===== src/rtl/cdb_pkg.sv =====
// Shared types and sizes for the common data bus arbiter slice.
package cdb_pkg;

  localparam int unsigned WIDTH = 31;
  localparam int unsigned ROB   = 2;
  localparam int unsigned NREQ  = 3;
  localparam int unsigned SRCW  = 2;

  typedef enum logic [SRCW-1:0] {
    SRC_ALU = 2'd0,
    SRC_BR  = 2'd1,
    SRC_AUX = 2'd2
  } src_e;

  typedef struct packed {
    logic [WIDTH:0] result;
    logic [ROB:0]   tag;
  } cdb_entry_t;

endpackage


===== src/rtl/cdb_arbiter_if.sv =====
// Requester handshake plus CDB broadcast signals, bundled for the arbiter.
interface cdb_arbiter_if;
  import cdb_pkg::*;

  logic                        flush;
  logic [NREQ-1:0]             reqValid;
  logic [NREQ-1:0][WIDTH:0]    reqResult;
  logic [NREQ-1:0][ROB:0]      reqROB;
  logic [NREQ-1:0]             reqReady;
  logic                        cdbValid;
  logic [WIDTH:0]              cdbResult;
  logic [ROB:0]                cdbROB;
  logic [SRCW-1:0]             cdbSource;

  modport master (
    output flush, reqValid, reqResult, reqROB,
    input  reqReady, cdbValid, cdbResult, cdbROB, cdbSource
  );

  modport slave (
    input  flush, reqValid, reqResult, reqROB,
    output reqReady, cdbValid, cdbResult, cdbROB, cdbSource
  );

endinterface


===== src/rtl/rr_arbiter.sv =====
// Combinational round-robin pick: first set request at or after ptr, wrapping.
module rr_arbiter
  import cdb_pkg::*;
(
  input  logic [NREQ-1:0] req,
  input  logic [SRCW-1:0] ptr,
  output logic [NREQ-1:0] grant,
  output logic [SRCW-1:0] gidx,
  output logic            any
);

  logic [SRCW-1:0] idx;

  always_comb begin
    grant = '0;
    gidx  = '0;
    any   = 1'b0;
    idx   = '0;
    for (int unsigned k = 0; k < NREQ; k++) begin
      idx = SRCW'((32'(ptr) + k) % NREQ);
      if (!any && req[idx]) begin
        grant[idx] = 1'b1;
        gidx       = idx;
        any        = 1'b1;
      end
    end
  end

endmodule


===== src/rtl/cdb_arbiter.sv =====
// One-entry buffer per functional unit, round-robin granted onto a registered
// CDB that feeds the ROB and reservation-station wakeup.
module cdb_arbiter
  import cdb_pkg::*;
(
  input  logic          clk,
  input  logic          globalReset,
  cdb_arbiter_if.slave  bus
);

  logic [NREQ-1:0] buf_valid;
  cdb_entry_t      buf_q [NREQ];
  logic [SRCW-1:0] rr_ptr;

  logic [NREQ-1:0] grant;
  logic [NREQ-1:0] ready;
  logic [NREQ-1:0] acc;
  logic [SRCW-1:0] gidx;
  logic            any;

  logic            cdb_valid;
  cdb_entry_t      cdb_q;
  logic [SRCW-1:0] cdb_src;

  rr_arbiter u_rr (
    .req   (buf_valid),
    .ptr   (rr_ptr),
    .grant (grant),
    .gidx  (gidx),
    .any   (any)
  );

  // A buffer being drained this cycle can take a new result at the same edge.
  assign ready = ~buf_valid | grant;
  assign acc   = bus.reqValid & ready & {NREQ{~bus.flush}};

  assign bus.reqReady  = ready;
  assign bus.cdbValid  = cdb_valid;
  assign bus.cdbResult = cdb_q.result;
  assign bus.cdbROB    = cdb_q.tag;
  assign bus.cdbSource = cdb_src;

  always_ff @(posedge clk) begin
    if (globalReset) begin
      buf_valid <= '0;
      rr_ptr    <= '0;
      cdb_valid <= 1'b0;
      cdb_q     <= '0;
      cdb_src   <= SRC_ALU;
      for (int unsigned i = 0; i < NREQ; i++) begin
        buf_q[i] <= '0;
      end
    end else if (bus.flush) begin
      // Pointer is kept so fairness carries across the flush.
      buf_valid <= '0;
      cdb_valid <= 1'b0;
    end else begin
      for (int unsigned i = 0; i < NREQ; i++) begin
        if (acc[i]) begin
          buf_q[i]     <= cdb_entry_t'{result: bus.reqResult[i], tag: bus.reqROB[i]};
          buf_valid[i] <= 1'b1;
        end else if (grant[i]) begin
          buf_valid[i] <= 1'b0;
        end
      end
      if (any) begin
        cdb_valid <= 1'b1;
        cdb_q     <= buf_q[gidx];
        cdb_src   <= gidx;
        rr_ptr    <= (gidx == SRCW'(NREQ - 1)) ? '0 : gidx + SRCW'(1);
      end else begin
        cdb_valid <= 1'b0;
      end
    end
  end

endmodule


===== src/flat_wrapper.sv =====
// flat-port wrapper written by rule: the top's interface ports become plain ports
module cdb_arbiter_flat import cdb_pkg::*;
  (clk, globalReset, bus_flush, bus_reqValid, bus_reqResult, bus_reqROB, bus_reqReady, bus_cdbValid, bus_cdbResult, bus_cdbROB, bus_cdbSource);
  cdb_arbiter_if bus_i ();
  input  logic clk;
  input  logic globalReset;
  input wire logic [$bits(bus_i.flush)-1:0] bus_flush;
  input wire logic [$bits(bus_i.reqValid)-1:0] bus_reqValid;
  input wire logic [$bits(bus_i.reqResult)-1:0] bus_reqResult;
  input wire logic [$bits(bus_i.reqROB)-1:0] bus_reqROB;
  output wire logic [$bits(bus_i.reqReady)-1:0] bus_reqReady;
  output wire logic [$bits(bus_i.cdbValid)-1:0] bus_cdbValid;
  output wire logic [$bits(bus_i.cdbResult)-1:0] bus_cdbResult;
  output wire logic [$bits(bus_i.cdbROB)-1:0] bus_cdbROB;
  output wire logic [$bits(bus_i.cdbSource)-1:0] bus_cdbSource;
  assign bus_i.flush = bus_flush;
  assign bus_i.reqValid = bus_reqValid;
  assign bus_i.reqResult = bus_reqResult;
  assign bus_i.reqROB = bus_reqROB;
  assign bus_reqReady = bus_i.reqReady;
  assign bus_cdbValid = bus_i.cdbValid;
  assign bus_cdbResult = bus_i.cdbResult;
  assign bus_cdbROB = bus_i.cdbROB;
  assign bus_cdbSource = bus_i.cdbSource;
  cdb_arbiter u_core (.clk(clk), .globalReset(globalReset), .bus(bus_i));
endmodule

===== config.mk =====
export PLATFORM = sky130hd
export DESIGN_NAME = cdb_arbiter_flat
export DESIGN_NICKNAME = d
export VERILOG_FILES = /design/src/rtl/cdb_pkg.sv /design/src/rtl/cdb_arbiter_if.sv /design/src/rtl/rr_arbiter.sv /design/src/rtl/cdb_arbiter.sv /design/src/flat_wrapper.sv
export SDC_FILE = /design/constraint.sdc
export NUM_CORES = 1
export LEC_CHECK = 0
export ABC_AREA = 1
export CORE_MARGIN = 2
export CORE_UTILIZATION = 40
export CTS_CLUSTER_DIAMETER = 30
export DETAILED_ROUTE_END_ITERATION = 12
export HOLD_SLACK_MARGIN = 0.02
export PLACE_DENSITY = 0.73
export SLEW_MARGIN = 40
export SYNTH_ARGS = -nofsm -noshare
export SYNTH_HDL_FRONTEND = slang
export SYNTH_SLANG_ARGS = --single-unit

===== constraint.sdc =====
create_clock -name clk -period 9.5 [get_ports clk]
set_clock_uncertainty 0.05 [all_clocks]
set_input_delay 1.425 -clock clk [delete_from_list [all_inputs] [get_ports clk]]
set_output_delay 1.425 -clock clk [all_outputs]
set_load 0.02 [all_outputs]

## Yosys cells after proc, flatten, opt, wreduce, memory -nomap -nowiden

Memory sizes are Yosys's and may differ from the RTL's. A register that Yosys moved wholly into a read port is not among the register bits.
Index checks and enable logic that the tools add are counted.

| storage, ports and cells | value |
|---|---|
| flip-flop bits (word level) | 8 |
| latch bits | 0 |
| memory bits (writable) | 105 |
| memory bits (read-only) | 0 |
| output and inout port bits | 41 |
| word-level logic and storage cells | 88 |
| memories kept | 1 |

| cells by class | value |
|---|---|
| $add $sub $neg | 3 |
| $mul | 0 |
| div/mod/pow operators | 3 |
| magnitude comparators | 6 |
| equality and inequality tests | 1 |
| shift operators | 0 |
| muxes and demuxes | 46 |
| bitwise gates (word level) | 10 |
| reductions and logical operators | 12 |

Memory list:

| memory | words | width | rd ports | clocked after memory_dff | write ports | RTL line | text |
|---|---|---|---|---|---|---|---|
| u_core.buf_q | 3 | 35 | 1 | 1 | 3 | cdb_arbiter.sv:12 | `cdb_entry_t buf_q [NREQ];` |

Operators by type and width:

| cell | number |
|---|---|
| 35-bit 2-to-1 mux | 3 |
| 32-bit by 2-bit modulo with 32-bit output (second input constant) | 2 |
| 2-bit by 2-bit modulo with 32-bit output (second input constant) | 1 |
| 1-bit 2-to-1 mux | 30 |
| 2-bit by 3-bit less-than comparator with 1-bit output (second input constant) | 3 |
| 3-bit 2-to-1 mux | 3 |
| 3-bit OR | 3 |
| 2-bit 2-to-1 mux | 4 |
| 3-bit AND | 2 |
| 1-bit binary-select mux with 2-bit select | 3 |
| 1-bit demux with 2-bit select | 3 |
| 2-bit by 1-bit greater-or-equal comparator with 1-bit output (second input constant) | 3 |
| 2-bit nonzero test | 3 |
| 1-bit logical AND | 5 |
| 2-bit by 1-bit adder with 3-bit output (second input constant) | 1 |
| 2-bit by 2-bit adder with 3-bit output (second input constant) | 1 |
| 3-bit NOT | 1 |
| 1-bit OR | 3 |
| 2-bit by 1-bit adder with 2-bit output (second input constant) | 1 |
| 2-bit equality test (second input constant) | 1 |
| 1-bit logical NOT | 2 |
| 2-bit AND reduction | 1 |
| 2-bit OR reduction | 1 |
| 1-bit NOT | 1 |

## Logic depth before layout (Yosys ltp)

Gate-level depths: netlist (run 1).

| depth | value |
|---|---|
| word-level depth | 18 |
| depth in mapped cells | 16 |

## Cells and area by module

A second synthesis (run 1) with hierarchy kept.

| unflattened totals | value |
|---|---|
| cell total of the unflattened synthesis | 764 |
| area, all modules | 6782.8 um^2 |

By module, submodules not included:

| module | instances | cells each | area each (um^2) |
|---|---|---|---|
| cdb_arbiter | 1 | 703 | 6462.4 |
| rr_arbiter | 1 | 61 | 320.3 |

## Worst setup path before layout (run 1)

OpenSTA, ideal clock, no wires.

| timing path | value |
|---|---|
| path type | flip-flop to flip-flop |
| start | reg u_core.rr_ptr[0] |
| end | mem u_core.buf_q[0][0] (netlist name) (enable) |
| library setup time | 0.476 ns |
| arrival | 4.165 ns |
| path slack | 4.809 ns |
| stages on the path, launching flop included | 13 |
| path through | dfxtp_1 > inv_1 > ha_1 > inv_2 > nand2_1 > nand2_1 > nand3_1 > nand3_4 > inv_2 > nand2_1 > nand3b_1 > nand2_1 > o21ai_0 |

RTL lines:

| element | RTL line | text |
|---|---|---|
| from (decl) | cdb_arbiter.sv:13 | `logic [SRCW-1:0] rr_ptr;` |
| from (signal assigned) | cdb_arbiter.sv:70 | `rr_ptr <= (gidx == SRCW'(NREQ - 1)) ? '0 : gidx + SRCW'(1);` |
| to (decl) | cdb_arbiter.sv:12 |  |

## Worst setup path after layout (run 1)

| timing path | value |
|---|---|
| start | reg u_core.rr_ptr[0] |
| end | out bus_reqReady[1] |

| on the way | value |
|---|---|
| longest elaborated chain between the ends | 11 |
| elaborated cells between the ends (all ways) | 38 |

RTL lines:

| element | RTL line | text |
|---|---|---|
| 2-bit by 1-bit adder with 3-bit output or 2-bit by 2-bit modulo with 32-bit output (tied branches) | rr_arbiter.sv:20 | `idx = SRCW'((32'(ptr) + k) % NREQ);` |
| 32-bit by 2-bit modulo with 32-bit output (tied with other cells) | rr_arbiter.sv:20 |  |
| 2-bit by 3-bit less-than comparator with 1-bit output (implied by the code) (tied with other cells) | rr_arbiter.sv:22 | `grant[idx] = 1'b1;` |
| 1-bit logical AND (implied by the code) (tied with other cells) | rr_arbiter.sv:22 |  |
| 1-bit 2-to-1 mux (implied by the code) (tied with other cells) | rr_arbiter.sv:22 |  |
| 1-bit demux with 2-bit select (tied with other cells) | rr_arbiter.sv:22 |  |
| 3-bit OR (no source line) or 1-bit 2-to-1 mux (tied branches) | - |  |
| 3-bit 2-to-1 mux or 1-bit logical NOT (tied branches) | rr_arbiter.sv:21 | `if (!any && req[idx]) begin` |
| 3-bit OR (no source line) or 1-bit logical AND (tied branches) | - |  |
| 3-bit 2-to-1 mux * | rr_arbiter.sv:21 |  |
| 3-bit OR * | cdb_arbiter.sv:34 | `assign ready = ~buf_valid \| grant;` |
| to (decl) | flat_wrapper.sv:11 | `output wire logic [$bits(bus_i.reqReady)-1:0] bus_reqReady;` |

Every way passes the cells marked *; elsewhere a longest branch is shown, timed or not. The select of a mux whose other input is x is not followed.

==> results.md, run 1 <==
- Int Power: 1.44 mW
- Synth top area cells: edfxtp_1, dfxtp_1, nand2_1, nor2_4, nand3_1
- Worst vdd ir: 0.000156 V
- First-pass GRT wire length: 25600 µm
- Setup Buffers After CTS: 0
- Synth-to-Final Area Change: 33.7%
- Ant diodes: 0
- Die width: 137 µm
- Sequential power share: 38.8%
- CP startpoint: u_core.rr_ptr[0]$_SDFFE_PP0P_
- Synth cell types: 28
- Num CTS Buffers: 17
- Critical setup path kind: reg2out
- Share of cells above drive strength 1: 13.1%
- Minimum clock period after layout: 4.16 ns
- Compound-Gate Fraction of Synth Area: 1.63%
- Critical path depth in cells: 11
- Max cap viols: 0
- CP most frequent cell: nand2_1
- Vias in the first global route: 5121
- Register Area: 4010 µm²
- CTS Buffer Depth: 2
- CTS tree: built
- Setup-failing EPs final: 0
- Net Count, Synth: 857
- GR Util All Layers: 18.1%
- Setup tns final: 0 ns
- Bufs and invs on worst path: 3
- Synth top area share: 44.7%
- Skew-Pair Late Insertion Delay: 0.42 ns
- Vias per cell: 4.57
- Cells on worst reg2reg path: 13
- Commonest non-fill, non-tap cells in the layout: nand2_1, clkdlybuf4s50_1, inv_1
- RSZ-0062 raised after global routing: false
- Post-CTS resize count: 0
- Crit-path max cell delay: 0.54 ns
- Rows: 48
- Synth Area per Inst: 9.50 µm²
- Cell family with most CP delay: buffers and inverters
- Part of the Yosys area used for sequential elements: 56.9%
- Multi-input logic area: 2350 µm²
- CP endpoint kind: output port
- GRT Residual Overflow: 0
- Fin Hold WS: 0.403 ns
- Period utilization: 43.8%
- Post-Syn Instances: 742
- Flops & latches, synth: 148
- Crit path DAT: 2.68 ns
- Post-Syn Area: 7050 µm²
- XOR/XNOR Fraction of Synth Area: 0%
- H-tree depth: 4
- Mux cell area share after synthesis: 0%
- Nets: 1000
- Reg2reg end: u_core.bus.cdbResult[11]$_SDFFE_PP0P_
- Yosys top cell by area: edfxtp_1
- Via count: 5129
- Core Box Area: 17200 µm²
- DRT Wirelength: 16200 µm
- WL/cell: 14.4 µm
- Clk pwr share: 33.5%
- Most common cell after layout, fill and taps aside: nand2_1
- Startpoint Class: flip-flop
- Die area: 18700 µm²
- Post-route ant nets: 0
- Combinational share of power: 27.6%
- Crit Path Max Fanout: 9
- Area share of fa/ha/maj cells after synthesis: 0.710%
- Worst hold-check path type: reg2reg
- Largest family of logic cells by synthesized area: simple AND/OR/NAND/NOR gates
- Clock root cell: clkbuf_16
- Fmax: 0.241 GHz
- FILL cells: 1502
- Fin. Hold Viols: 0
- Leakage: 4.05 nW
- Simple-gate share of the synthesized area: 30.2%
- Num ports: 152
- FF-to-FF Start: u_core.rr_ptr[0]$_SDFFE_PP0P_
- Yosys warning count: 0
- Initial Util: 40.9%
- Drt first pass iters: 7
- Worst EP required: 8.03 ns
- P_sw: 0.674 mW
- CP max-delay cell: clkdlybuf4s50_1
- CP Capture Point: bus_reqReady[1]
- Hpwl dp: 11200 µm
- Reg2reg setup slack: 6.15 ns
- Slew @ Worst Pin: 0.825 ns
- PwrDens: 224 nW/µm²
- Die Ht: 137 µm
- CTS Hold Buffers Added: 0
- Num Clock Sinks: 148
- Switching Share: 31.9%
- Final Max Tran Viols: 0
- Status: complete, no violations
- Clock-pin transition on the worst setup and hold timing paths: 0.06 ns
- DR DRC count: 0
- Initial antenna violation count: 0
- Largest net degree at the start of global routing: 48
- Port Buffers: 151
- GP Congestion: 0.766
- Initial drt markers: 347
- Slew headroom: 44.8%
- CP cell instances: inv_1, ha_1, inv_2, nand2_1, nand3_1, nand2_1, nand3_2, nand2_2, nor2_8, nand2_4, clkdlybuf4s50_1
[worst reg2reg max path, cell delays in order, from the launching register on]
cell and delay [ns]:
dfxtp_1 0.39, inv_1 0.08, ha_1 0.39, inv_2 0.14, nand2_1 0.07, nand2_1 0.06
nand3_1 0.13, nand4_1 0.16, nand2_2 0.50, inv_2 0.81, nand3_1 0.17, nand2_1 0.11
inv_1 0.05, a21oi_1 0.15
[power groups by stage]
stage | Sequential [mW] | Clock (mW) | Combinational (mW)
3_5_place_dp | 0.833 | 0 | 0.587
4_1_cts | 0.820 | 0.714 | 0.589
3_3_place_gp | 0.831 | 0 | 0.568
5_1_grt | 0.828 | 0.741 | 0.638
2_1_floorplan | 0.870 | 0 | 0.325
6_report | 0.820 | 0.709 | 0.584
[worst min path at each step]
stage | to | from | cells past startpoint
2_1_floorplan | u_core.bus.cdbROB[0]$_SDFFE_PP0P_ | u_core.buf_q[0][0]$_SDFFCE_PN0P_ | 2
3_3_place_gp | u_core.bus.cdbResult[26]$_SDFFE_PP0P_ | u_core.buf_q[0][29]$_SDFFCE_PN0P_ | 2
4_1_cts | u_core.bus.cdbResult[19]$_SDFFE_PP0P_ | u_core.buf_q[0][22]$_SDFFCE_PN0P_ | 2
5_1_grt | u_core.bus.cdbResult[19]$_SDFFE_PP0P_ | u_core.buf_q[0][22]$_SDFFCE_PN0P_ | 2
6_report | u_core.bus.cdbResult[19]$_SDFFE_PP0P_ | u_core.buf_q[0][22]$_SDFFCE_PN0P_ | 2
3_5_place_dp | u_core.bus.cdbResult[19]$_SDFFE_PP0P_ | u_core.buf_q[0][22]$_SDFFCE_PN0P_ | 2
[through the flow]
step / cell area [µm²] / worst slack (ns) / instances / utilization [%] / power [mW]
finish: 9430 / 5.34 / 1123 / 54.7 / 2.11
detailed placement: 8790 / 5.37 / 1091 / 51.0 / 1.42
floorplan: 7050 / 4.81 / 742 / - / 1.20
global placement: 8650 / 4.89 / 1083 / 50.2 / 1.40
CTS: 9430 / 5.34 / 1123 / 54.7 / 2.12
global route: 9430 / 5.14 / 1123 / 54.7 / 2.21
[Yosys cell counts (all sizes together)]
master / number
nand3: 113
ha: 4
edfxtp: 105
dfxtp: 43
clkinv: 1
clkbuf: 10
o21ai: 5
a31o: 1
nor2: 112
nand3b: 1
a21oi: 14
a211oi: 1
nand4: 1
inv: 130
nand2: 176
buf: 25
[flip-flops by register name, indices dropped and copies added (netlist names)]
signal	cells
u_core.rr_ptr	2
u_core.bus.cdbResult	32
u_core.buf_q	105
u_core.bus.cdbROB	3
u_core.bus.cdbSource	2
u_core.bus.cdbValid	1
u_core.buf_valid	3
[cell type report]
cell class	count	share of cell area (%)
clock buffers	20	4.84
clock inverters	12	1.90
inverters	131	5.23
multi-input cells	428	24.9
flip-flops and latches	148	42.6
well taps	225	2.99
repair buffers	159	17.6
[cell families (layout without fill, tap and decap cells)]
kind of cell / count (synthesis) / after routing
adders and majority gates: 4 / 4
and+or+nand+nor: 403 / 403
AOI/OAI and AO/OA: 21 / 21
DFF: 148 / 148
buffers and inverters: 166 / 322
[routing by layer]
metal | vias up | track usage [%] | part of all wire (%)
li1 | 2615 | - | -
met1 | 2289 | 22.9 | 43
met2 | 196 | 30.0 | 48
met3 | 29 | 4.44 | 7.0
met4 | 0 | 7.00 | 1.9
met5 | - | 0 | 0
Power figures use the tool's default switching activity.
==> run 2: changes to the inputs <==
Clock period 9.5 ns to 4.3 ns, I/O delays scaled along.
==> results.md, run 2 (synthesized netlist as in run 1, its figures left out) <==
- Fmax: 0.295 GHz
- GRT Residual Overflow: 0 (unchanged)
- Placed cells: 1093 (+0.18%)
- CTS Buffer Depth: 2 (unchanged)
- CP endpoint kind: output port
- Worst EP required: 3.61 ns (-4.42 ns)
- Num ports: 152 (unchanged)
- Largest net degree at the start of global routing: 48 (unchanged)
- Vias per cell: 4.59 (+0.39%)
- Setup tns final: 0 ns (unchanged)
- Initial Util: 40.9% (unchanged)
- Worst vdd ir: 0.000302 V (+94%)
- Worst hold-check path type: reg2reg
- RSZ-0062 raised after global routing: false
- Clock root cell: clkbuf_16
- Post-place setup slack: 1.10 ns (-4.27 ns)
- Commonest non-fill, non-tap cells in the layout: nand2_1, clkdlybuf4s50_1, inv_1
- Die area: 18700 µm² (unchanged)
- Critical setup path kind: reg2out
- Port Buffers: 151 (unchanged)
- Slew headroom: 47.6% (+2.8 points)
- Met1 usage: 21.0% (-1.9 points)
- Status: complete, no violations
- Core Box Area: 17200 µm² (unchanged)
- Reg2reg setup slack: 1.10 ns (-5.05 ns)
- Die Ht: 137 µm (unchanged)
- Num Clock Sinks: 148 (unchanged)
- Synth-to-Final Area Change: 32.1%
- GR Util All Layers: 18.0% (-0.098 points)
- GRT busiest layer: met2
- Vias in the first global route: 5095 (-0.51%)
- Rows: 48 (unchanged)
- Clock-pin transition on the worst setup and hold timing paths: 0.06 ns (about the same)
- Met3 Use GR: 5.19% (+0.74 points)
- Max FFs per register: 105 (unchanged)
- Post-route ant nets: 0 (unchanged)
- GP Congestion: 0.839 (+9.5%)
- Die width: 137 µm (unchanged)
- Share of cells above drive strength 1: 12.6% (-0.58 points)
- Setup WS post-layout: 0.916 ns (-4.43 ns)
- Setup Buffers After CTS: 0 (unchanged)
- Placed Instance Area: 8730 µm² (-0.73%)
- WL/cell: 14.3 µm (-0.95%)
- Via count: 5163 (+0.66%)
- Design area: 9310 µm² (-1.2%)
- WHS Path Cells: 2 (unchanged)
- Num CTS Buffers: 17 (unchanged)
- Most common cell after layout, fill and taps aside: nand2_1
- Initial antenna violation count: 1 (+1)
- H-tree depth: 4 (unchanged)
- Max cap viols: 0 (unchanged)
- First-pass GRT wire length: 25200 µm (-1.5%)
- DR DRC count: 0 (unchanged)
- Hpwl dp: 11200 µm (about the same)
- Cell Count, Final, Fillers Out: 1126 (+0.27%)
- Post-CTS resize count: 0 (unchanged)
- Period utilization: 78.7%
- Crit path DAT: 2.69 ns (about the same)
- PwrDens: 488 nW/µm² (+120%)
- Minimum clock period after layout: 3.38 ns
- GR Util met2: 31.4% (+1.4 points)
- DRT Wirelength: 16100 µm (-0.69%)
- CTS tree: built
- Setup-failing EPs final: 0 (unchanged)
- Drt first pass iters: 4 (-3)
- Fin. Hold Viols: 0 (unchanged)
- Slew @ Worst Pin: 0.783 ns (-0.0419 ns)
- Initial drt markers: 291 (-16%)
- Final Max Tran Viols: 0 (unchanged)
- Reg with most FFs: u_core.buf_q
- Nets: 1002 (+0.20%)
- Startpoint Class: flip-flop
- Crit Path Max Fanout: 6 (-3)
- Leakage: 4.01 nW (-0.84%)
- CTS Hold Buffers Added: 0 (unchanged)
- Cells on worst reg2reg path: 15 (+2)
- Skew-Pair Late Insertion Delay: 0.43 ns (about the same)
[run 2: worst max-delay path, cell delays in order (launching register included)]
cell,delay (ns)
dfxtp_1,0.38
inv_1,0.08
ha_1,0.41
inv_2,0.10
nand2_1,0.07
nand2_1,0.05
nand3_1,0.13
nand3_4,0.11
inv_2,0.08
nand2_1,0.05
nand3b_1,0.16
clkdlybuf4s50_1,0.65
[run 2: routing by layer]
layer	vias up	routed length (µm)	share of wire, %
li1	2626	-	-
met4	0	290	1.8
met2	155	8080	50
met1	2359	6610	41
met3	23	1100	6.8
met5	-	0	0
[run 2: stage by stage]
| step | power [mW] | hold WS, ns | util, % |
|---|---|---|---|
| final | 4.55 | 0.407 | 54.0 |
| after CTS | 4.58 | 0.410 | 54.0 |
| after detailed placement | 3.12 | 0.398 | 50.6 |
| after global placement | 3.10 | 0.392 | 50.6 |
| after global routing | 4.76 | 0.428 | 54.0 |
| after floorplan | 2.64 | 0.385 | - |
[run 2: layout make-up]
class	instances	area, µm²
Antenna cell	1	2.50
Clock buffer	20	447
Tap cell	225	282
Fill cell	1513	7920
Sequential cell	148	4010
Inverter	131	492
Timing Repair Buffer	161	1600
Clock inverter	12	136
Multi-Input combinational cell	428	2340
[run 2: path summary, 6_finish.rpt]
| kind | from | end |
|---|---|---|
| min reg2reg | u_core.buf_q[0][20]$_SDFFCE_PN0P_ | u_core.bus.cdbResult[17]$_SDFFE_PP0P_ |
| min | u_core.buf_q[0][20]$_SDFFCE_PN0P_ | u_core.bus.cdbResult[17]$_SDFFE_PP0P_ |
| max reg2reg | u_core.rr_ptr[0]$_SDFFE_PP0P_ | u_core.buf_q[0][25]$_SDFFCE_PN0P_ |
| max | u_core.rr_ptr[0]$_SDFFE_PP0P_ | bus_reqReady[0] |
[run 2: where the power goes]
part / total (mW) / leakage, nW / switching [mW] / internal, mW
combinational: 1.28 / 2.27 / 0.819 / 0.458
sequential: 1.81 / 1.46 / 0.0868 / 1.72
clock: 1.47 / 0.284 / 0.550 / 0.915
==> run 3: changes to the inputs <==
Clock period 4.3 ns to 3.37 ns, I/O delays scaled along.
==> results.md, run 3 (synthesized netlist as in run 1, its figures left out) <==
- Status: complete, no violations
- Crit path DAT: 2.64 ns (-0.05 ns)
- Clk pwr share: 33.5% (+1.3 points)
- Slew headroom: 53.6% (+6.0 points)
- Share of cells above drive strength 1: 13.5% (+0.93 points)
- Worst vdd ir: 0.000385 V (+28%)
- FF-to-FF Start: u_core.rr_ptr[0]$_SDFFE_PP0P_
- First-pass GRT wire length: 26800 µm (+6.3%)
- Initial Util: 40.9% (unchanged)
- Final Max Tran Viols: 0 (unchanged)
- Met3 WL post-DR: 1100 µm (-0.36%)
- CTS Buffer Depth: 2 (unchanged)
- H-tree depth: 4 (unchanged)
- Nets: 1007 (+0.50%)
- Placed Instance Area: 8810 µm² (+0.92%)
- DRT Wirelength: 17000 µm (+5.5%)
- Combinational share of power: 28.3% (+0.2 points)
- GP Congestion: 0.794 (-5.4%)
- Leakage: 4.09 nW (+2.1%)
- Sequential power share: 38.1% (-1.6 points)
- Rows: 48 (unchanged)
- CP Capture Point: bus_reqReady[2]
- Cells on worst reg2reg path: 15 (unchanged)
- Hpwl dp: 11100 µm (-1.1%)
- P_sw: 1.92 mW (+32%)
- Period utilization: 94.7%
- Die Ht: 137 µm (unchanged)
- GR Util All Layers: 19.0% (+1.0 points)
- Synth-to-Final Area Change: 34.4%
- Reg with most FFs: u_core.buf_q
- Ant diodes: 0 (-1)
- Reg2reg end: u_core.buf_q[2][13]$_SDFFCE_PN0P_
- Design area: 9470 µm² (+1.7%)
- DR DRC count: 0 (unchanged)
- WL met1: 7000 µm (+5.9%)
- Int Power: 4.13 mW (+33%)
- Fin. Hold Viols: 0 (unchanged)
- Setup-failing EPs final: 0 (unchanged)
- Crit Path Max Fanout: 6 (unchanged)
- CP endpoint kind: output port
- Switching Share: 31.8% (-0.25 points)
- Num CTS Buffers: 17 (unchanged)
- Slew @ Worst Pin: 0.695 ns (-0.0881 ns)
- Vias in the first global route: 5282 (+3.7%)
- WL/cell: 15.0 µm (+5.2%)
- Port Buffers: 151 (unchanged)
- Worst hold-check path type: reg2reg
- WL met2: 8550 µm (+5.9%)
- Initial antenna violation count: 0 (-1)
- Largest net degree at the start of global routing: 42 (-13%)
- Die width: 137 µm (unchanged)
- Clock root cell: clkbuf_16
- Fmax: 0.313 GHz
- Most common cell after layout, fill and taps aside: nand2_1
- Highest metal used: met4
- Post-CTS resize count: 0 (unchanged)
- Clock-pin transition on the worst setup and hold timing paths: 0.06 ns (about the same)
- Minimum clock period after layout: 3.19 ns
- WHS Path Cells: 2 (unchanged)
- Reg2reg setup slack: 0.50 ns (-0.60 ns)
- CTS Hold Buffers Added: 0 (unchanged)
- Max cap viols: 0 (unchanged)
- RSZ-0062 raised after global routing: false
- Commonest non-fill, non-tap cells in the layout: nand2_1, clkdlybuf4s50_1, inv_1
- Num Clock Sinks: 148 (unchanged)
- Num ports: 152 (unchanged)
- PwrDens: 638 nW/µm² (+31%)
- Die area: 18700 µm² (unchanged)
- Post-route ant nets: 0 (unchanged)
- Setup tns final: 0 ns (unchanged)
- CTS tree: built
- Via count: 5256 (+1.8%)
- Critical setup path kind: reg2out
- GRT Residual Overflow: 0 (unchanged)
- Setup Buffers After CTS: 0 (unchanged)
- Drt first pass iters: 5 (+1)
- Initial drt markers: 311 (+6.9%)
- Max FFs per register: 105 (unchanged)
- Startpoint Class: flip-flop
- Worst EP required: 2.81 ns (-0.80 ns)
- CP startpoint: u_core.rr_ptr[0]$_SDFFE_PP0P_
- Vias per cell: 4.65 (+1.4%)
- Core Box Area: 17200 µm² (unchanged)
- Skew-Pair Late Insertion Delay: 0.42 ns (about the same)
-- run 3: metrics by stage --
| stage | total power [mW] | std cells | utilization, % | setup slack [ns] | hold WS (ns) |
|---|---|---|---|---|---|
| 4_1_cts | 6.08 | 1130 | 54.9 | 0.129 | 0.409 |
| 5_1_grt | 6.32 | 1130 | 55.0 | 0.0189 | 0.428 |
| 6_report | 6.05 | 1130 | 55.0 | 0.179 | 0.407 |
| 3_5_place_dp | 4.05 | 1098 | 51.1 | 0.514 | 0.395 |
| 2_1_floorplan | 3.37 | 742 | - | 0.277 | 0.385 |
| 3_3_place_gp | 4.03 | 1098 | 51.1 | 0.638 | 0.388 |
-- run 3: area by class of cell --
| class | instances | area (µm²) |
|---|---|---|
| clock inverters | 7 | 83.8 |
| fillers | 1473 | 7760 |
| inverters | 131 | 493 |
| repair buffers | 166 | 1680 |
| well taps | 225 | 282 |
| clock buffers | 25 | 571 |
| flip-flops and latches | 148 | 4010 |
| multi-input cells | 428 | 2350 |
-- run 3: metal layers --
layer | up-vias | GRT usage (%)
met5 | - | 0
met3 | 23 | 5.44
met1 | 2436 | 23.2
met4 | 0 | 6.94
met2 | 165 | 32.1
li1 | 2632 | -
-- run 3: worst max-delay path, cell delays in order, from the launching register on --
cell             delay (ns)
dfxtp_1                0.38
inv_1                  0.08
ha_1                   0.41
inv_2                  0.10
nand2_1                0.08
nand2_1                0.05
nand3_1                0.13
nand3_4                0.11
inv_2                  0.09
nand2_1                0.07
nand3_2                0.09
clkdlybuf4s50_1        0.61
-- run 3: power by group through the flow --
stage | registers, mW | logic [mW] | clock network (mW)
floorplan | 2.45 | 0.920 | 0
global placement | 2.34 | 1.69 | 0
detailed placement | 2.34 | 1.71 | 0
CTS | 2.31 | 1.72 | 2.05
global route | 2.33 | 1.87 | 2.12
finish | 2.31 | 1.71 | 2.03
-- run 3: worst min-delay path by stage --
stage / from / end / slack (ns)
floorplan: u_core.buf_q[0][0]$_SDFFCE_PN0P_ / u_core.bus.cdbROB[0]$_SDFFE_PP0P_ / 0.39
global placement: u_core.buf_q[0][9]$_SDFFCE_PN0P_ / u_core.bus.cdbResult[6]$_SDFFE_PP0P_ / 0.39
CTS: u_core.buf_q[0][30]$_SDFFCE_PN0P_ / u_core.bus.cdbResult[27]$_SDFFE_PP0P_ / 0.41
detailed placement: u_core.buf_q[0][30]$_SDFFCE_PN0P_ / u_core.bus.cdbResult[27]$_SDFFE_PP0P_ / 0.39
global route: u_core.buf_q[0][31]$_SDFFCE_PN0P_ / u_core.bus.cdbResult[28]$_SDFFE_PP0P_ / 0.43
finish: u_core.buf_q[0][18]$_SDFFCE_PN0P_ / u_core.bus.cdbResult[15]$_SDFFE_PP0P_ / 0.41
